`src/rtl/uart_tx_fifo.sv`:
```
`default_nettype none
// ============================================================================
// Module   : uart_tx_fifo
// Brief    : Parametrised UART transmitter with a write-side FIFO.
//            The frame format is fixed at elaboration: data bits, parity mode
//            and stop bits. Queued words are sent back-to-back.
// Revision : 1.0 - initial release
// ============================================================================
module uart_tx_fifo #(
    parameter int CLKS_PER_BIT = 10417,
    parameter int DATA_BITS    = 8,
    parameter int PARITY       = 0,
    parameter int STOP_BITS    = 1,
    parameter int FIFO_DEPTH   = 16
) (
    input  logic                          clock,
    input  logic                          reset,
    input  logic                          tx_valid,
    input  logic [DATA_BITS-1:0]          tx_data,
    output logic                          tx_ready,
    output logic [$clog2(FIFO_DEPTH):0]   fifo_count,
    output logic                          uart_tx,
    output logic                          uart_tx_busy,
    output logic                          tx_done
);

    localparam int AW   = $clog2(FIFO_DEPTH);
    localparam int CNTW = AW + 1;
    localparam int CW   = $clog2(CLKS_PER_BIT);

    localparam logic [CW-1:0]   CNT_LAST   = CW'(CLKS_PER_BIT - 1);
    // Registered tx_done must be set one cycle early to line up with the
    // last stop-bit cycle.
    localparam logic [CW-1:0]   CNT_DONE   = CW'(CLKS_PER_BIT - 2);
    localparam logic [3:0]      DATA_LAST  = 4'(DATA_BITS - 1);
    localparam logic [3:0]      STOP_LAST  = 4'(STOP_BITS - 1);
    localparam logic [CNTW-1:0] FULL_COUNT = CNTW'(FIFO_DEPTH);
    localparam bit              HAS_PARITY = (PARITY != 0);
    localparam bit              ODD_PARITY = (PARITY == 2);

    typedef enum logic [2:0] {
        ST_IDLE   = 3'd0,
        ST_START  = 3'd1,
        ST_DATA   = 3'd2,
        ST_PARITY = 3'd3,
        ST_STOP   = 3'd4
    } state_t;

    logic [DATA_BITS-1:0] mem [FIFO_DEPTH];
    logic [AW-1:0]        wr_ptr;
    logic [AW-1:0]        rd_ptr;
    logic [CNTW-1:0]      count;

    state_t               state;
    logic [CW-1:0]        bit_cnt;
    logic [3:0]           bit_idx;
    logic [DATA_BITS-1:0] shift;
    logic                 parity_bit;

    logic                 push;
    logic                 pop;
    logic                 bit_end;
    logic                 stop_end;
    logic [DATA_BITS-1:0] head;
    logic                 head_parity;

    // Readiness depends only on the current occupancy, never on a same-cycle pop.
    assign tx_ready    = !reset && (count != FULL_COUNT);
    assign fifo_count  = count;
    assign push        = tx_valid && tx_ready;
    assign bit_end     = (bit_cnt == CNT_LAST);
    assign stop_end    = (state == ST_STOP) && bit_end && (bit_idx == STOP_LAST);
    assign pop         = (count != '0) && ((state == ST_IDLE) || stop_end);
    assign head        = mem[rd_ptr];
    assign head_parity = ODD_PARITY ? ~(^head) : (^head);

    // FIFO storage: written on every accepted push, contents need no reset.
    always_ff @(posedge clock) begin
        if (push) begin
            mem[wr_ptr] <= tx_data;
        end
    end

    // FIFO pointers and occupancy; pointers wrap naturally at the power-of-two depth.
    always_ff @(posedge clock) begin
        if (reset) begin
            wr_ptr <= '0;
            rd_ptr <= '0;
            count  <= '0;
        end else begin
            if (push) begin
                wr_ptr <= wr_ptr + 1'b1;
            end
            if (pop) begin
                rd_ptr <= rd_ptr + 1'b1;
            end
            case ({push, pop})
                2'b10:   count <= count + 1'b1;
                2'b01:   count <= count - 1'b1;
                default: count <= count;
            endcase
        end
    end

    // Frame sequencer with registered line, busy and done outputs.
    always_ff @(posedge clock) begin
        if (reset) begin
            state        <= ST_IDLE;
            uart_tx      <= 1'b1;
            uart_tx_busy <= 1'b0;
            tx_done      <= 1'b0;
            bit_cnt      <= '0;
            bit_idx      <= '0;
            shift        <= '0;
            parity_bit   <= 1'b0;
        end else begin
            tx_done <= 1'b0;
            case (state)
                ST_IDLE: begin
                    uart_tx      <= 1'b1;
                    uart_tx_busy <= 1'b0;
                    bit_cnt      <= '0;
                    bit_idx      <= '0;
                    if (pop) begin
                        shift        <= head;
                        parity_bit   <= head_parity;
                        uart_tx      <= 1'b0;
                        uart_tx_busy <= 1'b1;
                        state        <= ST_START;
                    end
                end
                ST_START: begin
                    if (bit_end) begin
                        bit_cnt <= '0;
                        bit_idx <= '0;
                        uart_tx <= shift[0];
                        state   <= ST_DATA;
                    end else begin
                        bit_cnt <= bit_cnt + 1'b1;
                    end
                end
                ST_DATA: begin
                    if (bit_end) begin
                        bit_cnt <= '0;
                        if (bit_idx == DATA_LAST) begin
                            bit_idx <= '0;
                            if (HAS_PARITY) begin
                                uart_tx <= parity_bit;
                                state   <= ST_PARITY;
                            end else begin
                                uart_tx <= 1'b1;
                                state   <= ST_STOP;
                            end
                        end else begin
                            // Shift right so the next bit always sits at index 1.
                            bit_idx <= bit_idx + 1'b1;
                            shift   <= shift >> 1;
                            uart_tx <= shift[1];
                        end
                    end else begin
                        bit_cnt <= bit_cnt + 1'b1;
                    end
                end
                ST_PARITY: begin
                    if (bit_end) begin
                        bit_cnt <= '0;
                        bit_idx <= '0;
                        uart_tx <= 1'b1;
                        state   <= ST_STOP;
                    end else begin
                        bit_cnt <= bit_cnt + 1'b1;
                    end
                end
                ST_STOP: begin
                    if ((bit_idx == STOP_LAST) && (bit_cnt == CNT_DONE)) begin
                        tx_done <= 1'b1;
                    end
                    if (bit_end) begin
                        bit_cnt <= '0;
                        if (bit_idx != STOP_LAST) begin
                            bit_idx <= bit_idx + 1'b1;
                        end else if (pop) begin
                            // Next queued word starts with no idle gap.
                            bit_idx    <= '0;
                            shift      <= head;
                            parity_bit <= head_parity;
                            uart_tx    <= 1'b0;
                            state      <= ST_START;
                        end else begin
                            bit_idx      <= '0;
                            uart_tx      <= 1'b1;
                            uart_tx_busy <= 1'b0;
                            state        <= ST_IDLE;
                        end
                    end else begin
                        bit_cnt <= bit_cnt + 1'b1;
                    end
                end
                default: begin
                    state        <= ST_IDLE;
                    uart_tx      <= 1'b1;
                    uart_tx_busy <= 1'b0;
                    bit_cnt      <= '0;
                    bit_idx      <= '0;
                end
            endcase
        end
    end

endmodule
`default_nettype wire

```
`config.mk`:
```
export PLATFORM = sky130hd
export DESIGN_NAME = uart_tx_fifo
export DESIGN_NICKNAME = d
export VERILOG_FILES = /design/src/rtl/uart_tx_fifo.sv
export SDC_FILE = /design/constraint.sdc
export NUM_CORES = 1
export LEC_CHECK = 0
export ABC_AREA = 1
export BUFFER_PORTS_ARGS = -buffer_cell sky130_fd_sc_hd__buf_2
export CAP_MARGIN = 5
export CORE_ASPECT_RATIO = 1.25
export CORE_MARGIN = 1.5
export CORE_UTILIZATION = 33
export DETAILED_ROUTE_END_ITERATION = 7
export GPL_TIMING_DRIVEN = 0
export PLACE_DENSITY = 0.57
export SETUP_SLACK_MARGIN = 0.05
export SLEW_MARGIN = 20
export SYNTH_ARGS = -nofsm -noshare
export SYNTH_HDL_FRONTEND = slang
export SYNTH_SLANG_ARGS = --single-unit
```
`constraint.sdc`:
```
create_clock -name clock -period 3.1 [get_ports clock]
set_input_delay 0.155 -clock clock [delete_from_list [all_inputs] [get_ports clock]]
set_output_delay 0.155 -clock clock [all_outputs]
set_load 0.02 [all_outputs]
```
==> flow_summary.toml <==
[clock_tree]
ctsHoldBuffers = 0
post_cts_buffers = 0
clockRootBuffer = "clkbuf_16"
cts_made_buffers = 17
cts.clk_slew.worst_paths_ns = 0.07
clockBufferDepth = 2
cts.sinks = 177
ctsResizeCount = 0
cts_tree = "built"
insertion_delay_ns = 0.44
htreeDepth = 4

[setup_path]
worst-path-max-fanout = 10
critical_path_class = "reg2reg"
crit_required_ns = 3.15
crit_arrival_ns = 2.58
start_kind = "flip-flop"
r2r_slack_ns = 0.57
crit_path_end_kind = "flip-flop"

[layout]
drive_gt1_frac = 0.121
nets = 770
final_common_cell = "edfxtp_1"
area_growth_pct = 13.3
final_cell_mix = "128 x edfxtp_1, 123 x nor2_1, 84 x o21ai_0, 60 x nand2_1, 49 x dfxtp_1"
antennaDiodeCount = 0

[job]
max_cap_violations = 0

[timing]
tns_ns = 0
finalCriticalPeriod_ns = 2.53
timing.slew.headroom = 0.286
fin_crit_sh = 0.816
fmax_mhz = 395
rsz0062_at_grt = "false"
tightest_slew_ns = 1.07
maxSlewViolCount = 0
fin_skew_ns = 0.00888
finalSetupViolCount = 0
hold_viol = 0

[detailed_routing]
first_iter_violations = 380
ant_nets = 0
routedWlPerCell_um = 17.6
vias_per_cell = 5.15
drt_pass1_iterations = 7
drt_wl_total_um = 18400
vias = 5376
drc = 0

[synth]
syn_area_mm2 = 0.00754
synth-seq-area-share = 0.640
syn_nets = 732
yosys_warnings = 0
ys_seq_elements = 177
synth_cell_types = 39
syn_area_per_cell_um2 = 10.6
syn_inst = 710

[pwr]
powerDensity_mw_per_mm2 = 839
power_mw = 7.17
leakagePower_nw = 3.01
ir_drop_uv = 457

[floorplanning]
core_area_mm2 = 0.0224
dieArea_mm2 = 0.0238
row_count = 61
start_util = 0.337
die_h_um = 172
die_w_um = 138
pin_count = 20

[global_routing]
antenna_found_initial = 0
grt_overflow = 0
grt_max_degree = 18
grt_pass1_wl_um = 28500
grt_pass1_vias = 5054
grt_usage = 0.159

[hold_path]
hold_path.class = "in2reg"

[outcome]
outcome = "finished, final reports clean"

[placed_design]
routabilityCongestion = 0.840
hpwlAfterDp_um = 12600
portBuffers = 19
-- worst paths after layout --
path	depth (start not counted)	to	from
worst min register to register	1	bit_cnt[0]	bit_cnt[0]
worst max register to register	9	mem[13][6]	fifo_count[1]
worst max-delay path	9	mem[13][6]	fifo_count[1]
worst min-delay path	2	bit_idx[3]	reset
-- registers in the layout, indices dropped and copies added (netlist names), named ones only --
register	flops
bit_idx	4
shift	8
rd_ptr	4
state	3
mem	128
uart_tx	1
bit_cnt	14
fifo_count	5
uart_tx_busy	1
tx_done	1
wr_ptr	4
-- stage by stage --
step           worst slack (ns)  cell area, µm²  cells  utilization  hold slack (ns)
2_1_floorplan             0.764            7540    710            -            0.234
5_1_grt                   0.273            8540   1044        0.382           0.0473
6_report                  0.571            8540   1044        0.382           0.0273
4_1_cts                   0.507            8540   1044        0.382           0.0280
3_5_place_dp              0.552            7990   1012        0.357            0.458
3_3_place_gp              0.526            7990   1012        0.357            0.450
-- layer usage --
metal	vias up	share of wire	GRT usage
li1	2599	-	-
met1	2566	0.43	0.194
met2	165	0.49	0.273
met3	46	0.049	0.0291
met4	0	0.038	0.0824
met5	-	0	0
-- synth_stat cells, drive strengths merged --
library cell  instances  area [µm²]
a31oi                 1        6.26
xnor2                 1        8.76
inv                  52         198
nor4                  4        25.0
nor2                130         539
and3                  1        6.26
nor3                 12        65.1
nand3                31         170
buf                  12        81.3
o21a                  7        52.6
nand2                68         285
dfxtp                49         981
xor2                  4        35.0
o211ai                7        52.6
edfxtp              128        3840
ha                   11         138
a21oi                41         205
a211oi                2        15.0
clkbuf               18        67.6
o221ai               18         158
clkinv                1        3.75
nand4                 5        31.3
nor3b                 2        25.0
o21ai                92         464
or2                   1        6.26
o22ai                12        75.1
-- cell type report --
type | count | area (µm²)
Timing Repair Buffer | 19 | 95.1
Tap cell | 283 | 354
Buffer | 30 | 149
Inverter | 53 | 201
Multi-Input combinational cell | 450 | 2360
Fill cell | 2183 | 13800
Clock inverter | 13 | 119
Clock buffer | 19 | 433
Sequential cell | 177 | 4820
-- worst max-delay path: stages, from the launching register on --
cell     delay, ns
dfxtp_1       0.45
nor2_1        0.09
nand2_2       0.10
o21ai_1       0.06
inv_1         0.06
nand2_1       0.10
buf_4         0.19
inv_1         0.12
nand2_1       0.13
nor2_1        0.82
-- kinds of logic (layout without fill, tap and decap cells) --
logic type               count (synthesis)  after routing  share of synthesized area
AND/OR/NAND/NOR                        254            254                      0.153
AO/OA/AOI/OAI                          180            180                      0.136
flip-flops                             177            177                      0.640
buffers and inverters                   83            134                     0.0465
adder cells (fa/ha/maj)                 11             11                     0.0183
XOR/XNOR                                 5              5                    0.00581
-- report_power, final --
part           internal, mW  switching (mW)  total [mW]
Combinational         0.739            1.59        2.33
Sequential             2.68           0.130        2.81
Clock                  1.06           0.962        2.02
Total                  4.48            2.69        7.17
Note: power is estimated with default switching activity, not from simulation.
